## src/rtl/clb_cfg_loader_if.sv

```systemverilog
// Byte-wide valid/ready bitstream stream feeding the CLB configuration loader.
// The master drives data/valid; the slave (loader) answers with ready.
interface clb_cfg_loader_if;
  logic [7:0] data;
  logic       valid;
  logic       ready;

  modport master (output data, output valid, input ready);
  modport slave  (input data, input valid, output ready);
endinterface

```

## src/rtl/clb_cfg_loader.sv

```systemverilog
// CLB configuration sequencer: assembles 3-byte frames and strobes them into CLB 0..N_CLB-1.
// Optional trailing XOR checksum byte when CFG_CHECKSUM_EN is defined.
module clb_cfg_loader #(
  parameter  int N_CLB   = 16,
  parameter  int FRAME_W = 23,
  localparam int IDX_W   = (N_CLB > 1) ? $clog2(N_CLB) : 1
) (
  input  logic               clk_i,
  input  logic               rst_ni,
  input  logic               start_i,
  clb_cfg_loader_if.slave    bs_i,
  output logic [FRAME_W-1:0] bits_o,
  output logic [N_CLB-1:0]   wr_en_o,
  output logic [IDX_W-1:0]   clb_idx_o,
  output logic               busy_o,
  output logic               done_o,
  output logic               err_o
);

  typedef enum logic [2:0] {
    S_IDLE,
    S_LOAD,
    S_WRITE,
    S_GUARD,
`ifdef CFG_CHECKSUM_EN
    S_CHECK,
    S_ERROR,
`endif
    S_DONE
  } state_e;

  localparam logic [IDX_W-1:0] LAST_IDX = IDX_W'(N_CLB - 1);
  localparam logic [N_CLB-1:0] WR_ONE   = N_CLB'(1);

  state_e               state_q, state_d;
  logic [IDX_W-1:0]     idx_q, idx_d;
  logic [1:0]           cnt_q, cnt_d;
  logic [15:0]          asm_q, asm_d;
  logic [FRAME_W-1:0]   bits_q, bits_d;
  logic [N_CLB-1:0]     wr_en_q, wr_en_d;
  logic                 ready_q, ready_d;
  logic                 busy_q, busy_d;
  logic                 done_q, done_d;
  logic                 accept;
  logic                 idle_like;
`ifdef CFG_CHECKSUM_EN
  logic [7:0]           csum_q, csum_d;
  logic                 err_q, err_d;
`endif

  always_ff @(posedge clk_i or negedge rst_ni) begin
    if (!rst_ni) begin
      state_q <= S_IDLE;
      idx_q   <= '0;
      cnt_q   <= '0;
      bits_q  <= '0;
      wr_en_q <= '0;
      ready_q <= 1'b0;
      busy_q  <= 1'b0;
      done_q  <= 1'b0;
`ifdef CFG_CHECKSUM_EN
      csum_q  <= '0;
      err_q   <= 1'b0;
`endif
    end else begin
      state_q <= state_d;
      idx_q   <= idx_d;
      cnt_q   <= cnt_d;
      bits_q  <= bits_d;
      wr_en_q <= wr_en_d;
      ready_q <= ready_d;
      busy_q  <= busy_d;
      done_q  <= done_d;
`ifdef CFG_CHECKSUM_EN
      csum_q  <= csum_d;
      err_q   <= err_d;
`endif
    end
  end

  // Partial-frame bytes are pure datapath; they are always rewritten before use.
  always_ff @(posedge clk_i) begin
    asm_q <= asm_d;
  end

  always_comb begin
    state_d = state_q;
    idx_d   = idx_q;
    cnt_d   = cnt_q;
    asm_d   = asm_q;
    bits_d  = bits_q;
    wr_en_d = '0;
    done_d  = done_q;
`ifdef CFG_CHECKSUM_EN
    csum_d  = csum_q;
    err_d   = err_q;
`endif
    accept    = bs_i.valid & ready_q;
    idle_like = (state_q == S_IDLE) || (state_q == S_DONE);
`ifdef CFG_CHECKSUM_EN
    if (state_q == S_ERROR) idle_like = 1'b1;
`endif

    if (idle_like) begin
      if (start_i) begin
        state_d = S_LOAD;
        idx_d   = '0;
        cnt_d   = '0;
        done_d  = 1'b0;
`ifdef CFG_CHECKSUM_EN
        csum_d  = '0;
        err_d   = 1'b0;
`endif
      end
    end else begin
      case (state_q)
        S_LOAD: begin
          if (accept) begin
`ifdef CFG_CHECKSUM_EN
            csum_d = csum_q ^ bs_i.data;
`endif
            case (cnt_q)
              2'd0:    asm_d[7:0]  = bs_i.data;
              2'd1:    asm_d[15:8] = bs_i.data;
              default: begin
                // Third byte: drop reserved b2[7], frame goes on the bus with the strobe.
                bits_d  = {bs_i.data[FRAME_W-17:0], asm_q};
                wr_en_d = WR_ONE << idx_q;
                state_d = S_WRITE;
              end
            endcase
            cnt_d = (cnt_q == 2'd2) ? 2'd0 : cnt_q + 2'd1;
          end
        end
        S_WRITE: state_d = S_GUARD;
        S_GUARD: begin
          if (idx_q == LAST_IDX) begin
`ifdef CFG_CHECKSUM_EN
            state_d = S_CHECK;
`else
            state_d = S_DONE;
            done_d  = 1'b1;
`endif
          end else begin
            idx_d   = idx_q + IDX_W'(1);
            state_d = S_LOAD;
          end
        end
`ifdef CFG_CHECKSUM_EN
        S_CHECK: begin
          if (accept) begin
            if (bs_i.data == csum_q) begin
              state_d = S_DONE;
              done_d  = 1'b1;
            end else begin
              state_d = S_ERROR;
              err_d   = 1'b1;
            end
          end
        end
`endif
        default: state_d = S_IDLE;
      endcase
    end

    ready_d = (state_d == S_LOAD);
    busy_d  = (state_d == S_LOAD) || (state_d == S_WRITE) || (state_d == S_GUARD);
`ifdef CFG_CHECKSUM_EN
    if (state_d == S_CHECK) begin
      ready_d = 1'b1;
      busy_d  = 1'b1;
    end
`endif
  end

  assign bs_i.ready = ready_q;
  assign bits_o     = bits_q;
  assign wr_en_o    = wr_en_q;
  assign clb_idx_o  = idx_q;
  assign busy_o     = busy_q;
  assign done_o     = done_q;
`ifdef CFG_CHECKSUM_EN
  assign err_o      = err_q;
`else
  assign err_o      = 1'b0;
`endif

endmodule

```

## src/flat_wrapper.sv

```systemverilog
// flat-port wrapper written by rule: the top's interface ports become plain ports
module clb_cfg_loader_flat 
#(
  parameter  int N_CLB   = 16,
  parameter  int FRAME_W = 23,
  localparam int IDX_W   = (N_CLB > 1) ? $clog2(N_CLB) : 1
)
  (clk_i, rst_ni, start_i, bits_o, wr_en_o, clb_idx_o, busy_o, done_o, err_o, bs_i_data, bs_i_valid, bs_i_ready);
  clb_cfg_loader_if bs_i_i ();
  input  logic clk_i;
  input  logic rst_ni;
  input  logic start_i;
  output logic [FRAME_W-1:0] bits_o;
  output logic [N_CLB-1:0] wr_en_o;
  output logic [IDX_W-1:0] clb_idx_o;
  output logic busy_o;
  output logic done_o;
  output logic err_o;
  input wire logic [$bits(bs_i_i.data)-1:0] bs_i_data;
  input wire logic [$bits(bs_i_i.valid)-1:0] bs_i_valid;
  output wire logic [$bits(bs_i_i.ready)-1:0] bs_i_ready;
  assign bs_i_i.data = bs_i_data;
  assign bs_i_i.valid = bs_i_valid;
  assign bs_i_ready = bs_i_i.ready;
  clb_cfg_loader #(.N_CLB(N_CLB), .FRAME_W(FRAME_W)) u_core (.clk_i(clk_i), .rst_ni(rst_ni), .start_i(start_i), .bs_i(bs_i_i), .bits_o(bits_o), .wr_en_o(wr_en_o), .clb_idx_o(clb_idx_o), .busy_o(busy_o), .done_o(done_o), .err_o(err_o));
endmodule
```

## config.mk

```make
export PLATFORM = sky130hd
export DESIGN_NAME = clb_cfg_loader_flat
export DESIGN_NICKNAME = d
export VERILOG_FILES = /design/src/rtl/clb_cfg_loader_if.sv /design/src/rtl/clb_cfg_loader.sv /design/src/flat_wrapper.sv
export SDC_FILE = /design/constraint.sdc
export NUM_CORES = 1
export LEC_CHECK = 0
export ABC_CLOCK_PERIOD_IN_PS = 4100
export CORE_MARGIN = 10
export CORE_UTILIZATION = 53
export CTS_CLUSTER_DIAMETER = 30
export DETAILED_ROUTE_END_ITERATION = 7
export HOLD_SLACK_MARGIN = 0.03
export PLACE_DENSITY_LB_ADDON = 0.25
export SLEW_MARGIN = 10
export SYNTH_ARGS = -nofsm -noshare
export SYNTH_HDL_FRONTEND = slang
export SYNTH_SLANG_ARGS = --single-unit
```

## constraint.sdc

```tcl
create_clock -name clk_i -period 4.1 [get_ports clk_i]
set_input_delay 0.82 -clock clk_i [delete_from_list [all_inputs] [get_ports clk_i]]
set_output_delay 0.82 -clock clk_i [all_outputs]
set_load 0.01 [all_outputs]
```

==> results of run 1 <==
state kept, by name, indices dropped and copies added (netlist names):
name,cells
u_core.bits_o,23
u_core.asm_q,16
u_core.wr_en_o,16
u_core.clb_idx_o,4
u_core.state_q,3
u_core.cnt_q,2
u_core.bs_i.ready,1
u_core.busy_o,1
u_core.done_o,1
cell usage after synthesis, types with 2 or more instances:
cell type  instances
inv_1              3
nand3_1            2
dfrtp_1           51
edfxtp_1          16
clkbuf_1           4
buf_6              3
nor2_1             4
mux2_2            24
nand2b_1           3
and3_1            16
ha_1               6
mux2i_1            3
and3b_1            2
buf_4              3
nand2_1            7
nand4_1            5
cells in the final DEF (no fill, tap or decap), types with 2 or more instances in the layout:
cell type	synthesis	routed
clkdlybuf4s50_1	0	56
nand3_1	2	2
buf_4	3	5
clkbuf_8	0	9
and3b_1	2	2
and3_1	16	16
nor2_1	4	4
nand2b_1	3	3
nand2_1	7	7
clkinv_2	0	2
mux2i_1	3	3
edfxtp_1	16	16
clkbuf_1	4	3
ha_1	6	6
clkinv_1	0	2
inv_1	3	3
nand4_1	5	5
dfrtp_1	51	51
mux2_2	24	24
power breakdown:
part	total [uW]	switching (uW)	internal, uW
Combinational	645	260	385
Clock	433	219	214
Sequential	980	119	861
metrics by stage:
stage                     setup WS (ns)  area (sq um)  hold WS (ns)  utilization [%]
after floorplan                    1.71          2600         0.454                -
final                              1.78          3380         0.477             71.0
after CTS                          1.76          3370         0.479             70.9
after global placement             1.64          3220         0.455             67.7
after global routing               1.69          3380         0.485             71.0
after detailed placement           1.58          3220         0.464             67.7
how the worst max path moves through the flow:
stage / startpoint / end / slack [ns]
3_3_place_gp: bs_i_valid / u_core.bits_o[22] / 1.64
4_1_cts: u_core.clb_idx_o[3] / clb_idx_o[3] / 1.76
2_1_floorplan: bs_i_valid / u_core.asm_q[10] / 1.71
6_report: u_core.clb_idx_o[3] / clb_idx_o[3] / 1.78
5_1_grt: u_core.clb_idx_o[3] / clb_idx_o[3] / 1.69
3_5_place_dp: bs_i_valid / u_core.bits_o[14] / 1.58
cells by family (layout without fill, tap and decap cells):
| group | after synthesis | after routing | share of synthesized area [%] |
|---|---|---|---|
| simple gates | 51 | 51 | 12.8 |
| compound gates | 7 | 7 | 1.93 |
| mux | 27 | 27 | 11.5 |
| flops | 67 | 67 | 67.6 |
| other cells | 1 | 1 | 0.144 |
| buf+inv | 13 | 80 | 3.18 |
| fa+ha+maj | 6 | 6 | 2.89 |
routing by layer:
| layer | vias to the layer above | wire length [um] |
|---|---|---|
| met5 | - | 0 |
| li1 | 736 | - |
| met3 | 8 | 301 |
| met1 | 801 | 2230 |
| met4 | 0 | 75 |
| met2 | 46 | 2520 |
layout make-up:
class | count | area [sq um] | share of cell area [%]
clock buffer | 12 | 135 | 4.00
tap | 67 | 83.8 | 2.48
sequential | 67 | 1760 | 52.0
clock inverter | 4 | 17.5 | 0.519
inverter | 3 | 11.3 | 0.334
multi-input combinational | 92 | 773 | 22.9
timing repair buffer | 61 | 598 | 17.7
==> results.cfg, run 1 <==
[run_status]
outcome = finished clean

[placement]
dp_cells = 290
dpl.hpwl_um = 3740
numPortBuffers = 57
gp_congestion = 0.836

[floorplan]
initial_core_util_pct = 54.7
core_sq_mm = 0.00475
dieArea_sq_mm = 0.00811
std_cell_rows = 25
die_w_um = 90.0
fp.dieH_um = 90.0
pin_count = 59

[critical_path]
r2r_slack_ns = 2.42
crit_chain = clkdlybuf4s50_1
critical_path.max_fanout = 13
required_ns = 3.28
reg2reg_from = u_core.state_q[0]
crit_cells = 1
setup.worst_path.start_class = register
worstRegToRegCells = 4
cp-end-kind = output port
slowest_stage = clkdlybuf4s50_1
path_delay_family = buffers and inverters
arrival_ns = 1.50
reg2reg_to = u_core.bits_o[8]
worstSetupPathType = reg -> out
slowest_delay_ns = 0.62
crit_buf_inv = 1

[layout]
finalNonFillerCells = 306
drive_above_1_share_pct = 19.2
fillers = 332
layout.nets = 252
area_growth_pct = 29.8
antennaDiodeCount = 0

[routing]
dr_total_vias = 1591
wirelength_um = 5130
first_iter_violations = 77
wl_per_cell_um = 16.8
drc = 0
ant_nets = 0
dr.pass1.iters = 4
vias_per_cell = 5.20

[synth]
yosysUniqueCellTypes = 36
async_reset_ff_share_pct = 76.1
synth_top_area_share_pct = 49.1
syn-num-nets = 190
postSynthAreaPerCell_sq_um = 15.1
syn_area_sq_mm = 0.00260
synth_cells = 172
synth-edff-count = 16
synth.ff_latch_count = 67
yosysSeqAreaShare_pct = 67.6
yosysWarningCount = 0
synthFlopType = dfrtp_1
yosys-top-cells-area = dfrtp_1 49%, edfxtp_1 18%, mux2_2 10%, and3_1 3.8%, ha_1 2.9%
yosysTopAreaCell = dfrtp_1

[sta]
tightest_slew_ns = 0.625
rsz0062_at_grt = no
fin_crit_ns = 2.32
clock_skew_ns = 0.00342
finalSetupTns_ns = 0
report.final.hold_viol_count = 0
timing.final.crit_share_pct = 56.6
setup_viol = 0
max-slew-margin-rel_pct = 58.4
slew_viol_final = 0
fmax_mhz = 431

[flow_run]
cap_violations = 0

[global_routing]
overflow = 0
use_met3_pct = 4.07
grt_use_met1_pct = 15.6
grt_max_degree = 52
grt_pass1_vias = 1748
grt_use_met2_pct = 21.0
grt_pass1_wl_um = 8690
grt_usage_pct = 13.2
antenna_found_initial = 0
grt.busiest_layer = met2

[worst_hold_path]
hold_start = u_core.asm_q[6]
whs_path_depth = 1
whs_endpoint = u_core.bits_o[6]
hp-class = reg -> reg

[clock_network]
cts_setup_buffers = 0
cts.clk_slew.worst_paths_ns = 0.06
cts_hold_buf = 0
cts_max_level = 3
clk_path_buf_depth = 2
clock_latency_ns = 0.32
clockRootBuffer = clkbuf_8
cts_sinks = 67
numCtsBuffers = 9
post_cts_resized = 0
cts_tree = done

[power_and_ir_drop]
leakagePower_uw = 0.00147
cellPowerDensity_mw_per_mm2 = 610
finalPower_uw = 2060
ir_drop_uv = 315
No activity file was read; power rests on OpenSTA's default activity.
==> inputs of run 2 (changes only) <==
ABC_CLOCK_PERIOD_IN_PS = 2000   (was 4100)
CORE_UTILIZATION = 45   (was 53)
clock period = 2 ns   (was 4.1 ns; I/O delays follow)
==> results.cfg, run 2 (synthesis results as in run 1) <==
[run_status]
outcome = finished clean

[critical_path]
crit_buf_inv = 1
setup.worst_path.start_class = register
crit_start = u_core.clb_idx_o[2]
cp-end-kind = output port
slowest_delay_ns = 0.61
required_ns = 1.60
critical_path.max_fanout = 10
path_delay_family = buffers and inverters
arrival_ns = 1.45
crit_chain = clkdlybuf4s50_1
worstRegToRegCells = 4
worstSetupPathType = reg -> out
slowest_stage = clkdlybuf4s50_1
crit_cells = 1
reg2reg_from = u_core.state_q[0]

[layout]
largest_reg_flops = 23
fillers = 435
final_common_cell = clkdlybuf4s50_1
drive_above_1_share_pct = 22.7
finalInstanceArea_sq_mm = 0.00349
area_growth_pct = 34.1
antennaDiodeCount = 0
layout.nets = 260
final_cell_mix = 56 x clkdlybuf4s50_1, 51 x dfrtp_1, 24 x mux2_2, 16 x and3_1, 16 x edfxtp_1

[clock_network]
numCtsBuffers = 9
cts_max_level = 3
cts.clk_slew.worst_paths_ns = 0.07
clk_path_buf_depth = 2
cts_sinks = 67
cts_setup_buffers = 0
clockRootBuffer = clkbuf_8
clock_latency_ns = 0.33
cts_tree = done

[placement]
dpl_cell_area_sq_mm = 0.00329
numPortBuffers = 57
gp_congestion = 0.734
dpl.hpwl_um = 3760
pre_cts_ws_ns = -0.0442

[global_routing]
overflow = 0
grt_pass1_vias = 1611
antenna_found_initial = 0
grt_pass1_wl_um = 8350
grt_max_degree = 23
grt_usage_pct = 12.1

[sta]
whs_ns = 0.471
slew_viol_final = 0
rsz0062_at_grt = no
clock_skew_ns = 0.00941
fin_crit_ns = 1.85
setup_viol = 0
worst_slack_ns = 0.149
report.final.hold_viol_count = 0
timing.final.crit_share_pct = 92.5
fmax_mhz = 540

[routing]
route.met3.wl_um = 327
wirelength_met1_um = 2260
wirelength_um = 5170
ant_nets = 0
dr.pass1.iters = 4
top_layer = met4
routed-wl-met2_um = 2500
first_iter_violations = 78
drc = 0
vias_per_cell = 4.92
dr_total_vias = 1568
wl_per_cell_um = 16.2

[worst_hold_path]
whs_path_depth = 1
hold_start = u_core.asm_q[14]
hp-class = reg -> reg

[flow_run]
cap_violations = 0

[floorplan]
die_w_um = 96.0
std_cell_rows = 27
fp.dieH_um = 96.0
pin_count = 59
core_sq_mm = 0.00554
dieArea_sq_mm = 0.00922
initial_core_util_pct = 46.9

[power_and_ir_drop]
leakagePower_uw = 0.00153
ir_drop_uv = 614
cellPowerDensity_mw_per_mm2 = 1270
internal_power_uw = 3150
switchingPower_uw = 1270
pwr-share-seq_pct = 45.4
pwr-share-clk_pct = 23.8
p_sw_share_pct = 28.7
pwr-share-comb_pct = 30.9
[run 2: final timing paths]
| path | endpoint | slack (ns) |
|---|---|---|
| worst min-delay path | u_core.bits_o[14] | 0.47 |
| min in group asynchronous | u_core.bits_o[4] | 0.55 |
| worst max-delay path | clb_idx_o[2] | 0.15 |
| worst max register to register | u_core.bits_o[7] | 0.39 |
| max in group asynchronous | u_core.wr_en_o[5] | 0.79 |
| worst min register to register | u_core.bits_o[14] | 0.47 |
[run 2: what timing repair did]
| item | CTS | global route |
|---|---|---|
| hold buffers | 1 | 0 |
| gates resized for setup | 0 | 0 |
| hold endpoints to repair | 18 | 0 |
[run 2: final cells by class]
class                      count  area (sq um)  area share, %
sequential                    67          1760           50.4
clock inverter                 6          56.3           1.62
timing repair buffer          69           671           19.2
clock buffer                  10           128           3.66
tap                           72          90.1           2.58
multi-input combinational     92           773           22.2
inverter                       3          11.3          0.323
[run 2: routing by layer]
layer / vias to the layer above / global-route usage, %
li1: 755 / -
met1: 771 / 14.5
met2: 34 / 18.8
met3: 8 / 3.66
met4: 0 / 7.00
met5: - / 0
[run 2: metrics by stage]
stage	TNS, ns	std cells	util, %	total power, uW
floorplan	-0.0374	172	-	2640
global placement	0	302	59.4	3380
detailed placement	-0.679	302	59.4	3420
CTS	0	319	62.9	4470
global route	0	319	62.9	4670
finish	0	319	62.9	4410
[run 2: power groups by stage]
stage	combinational (uW)	clock [uW]	sequential, uW
2_1_floorplan	550	0	2090
3_3_place_gp	1360	0	2020
3_5_place_dp	1390	0	2030
4_1_cts	1400	1070	2010
5_1_grt	1490	1140	2050
6_report	1360	1050	2000
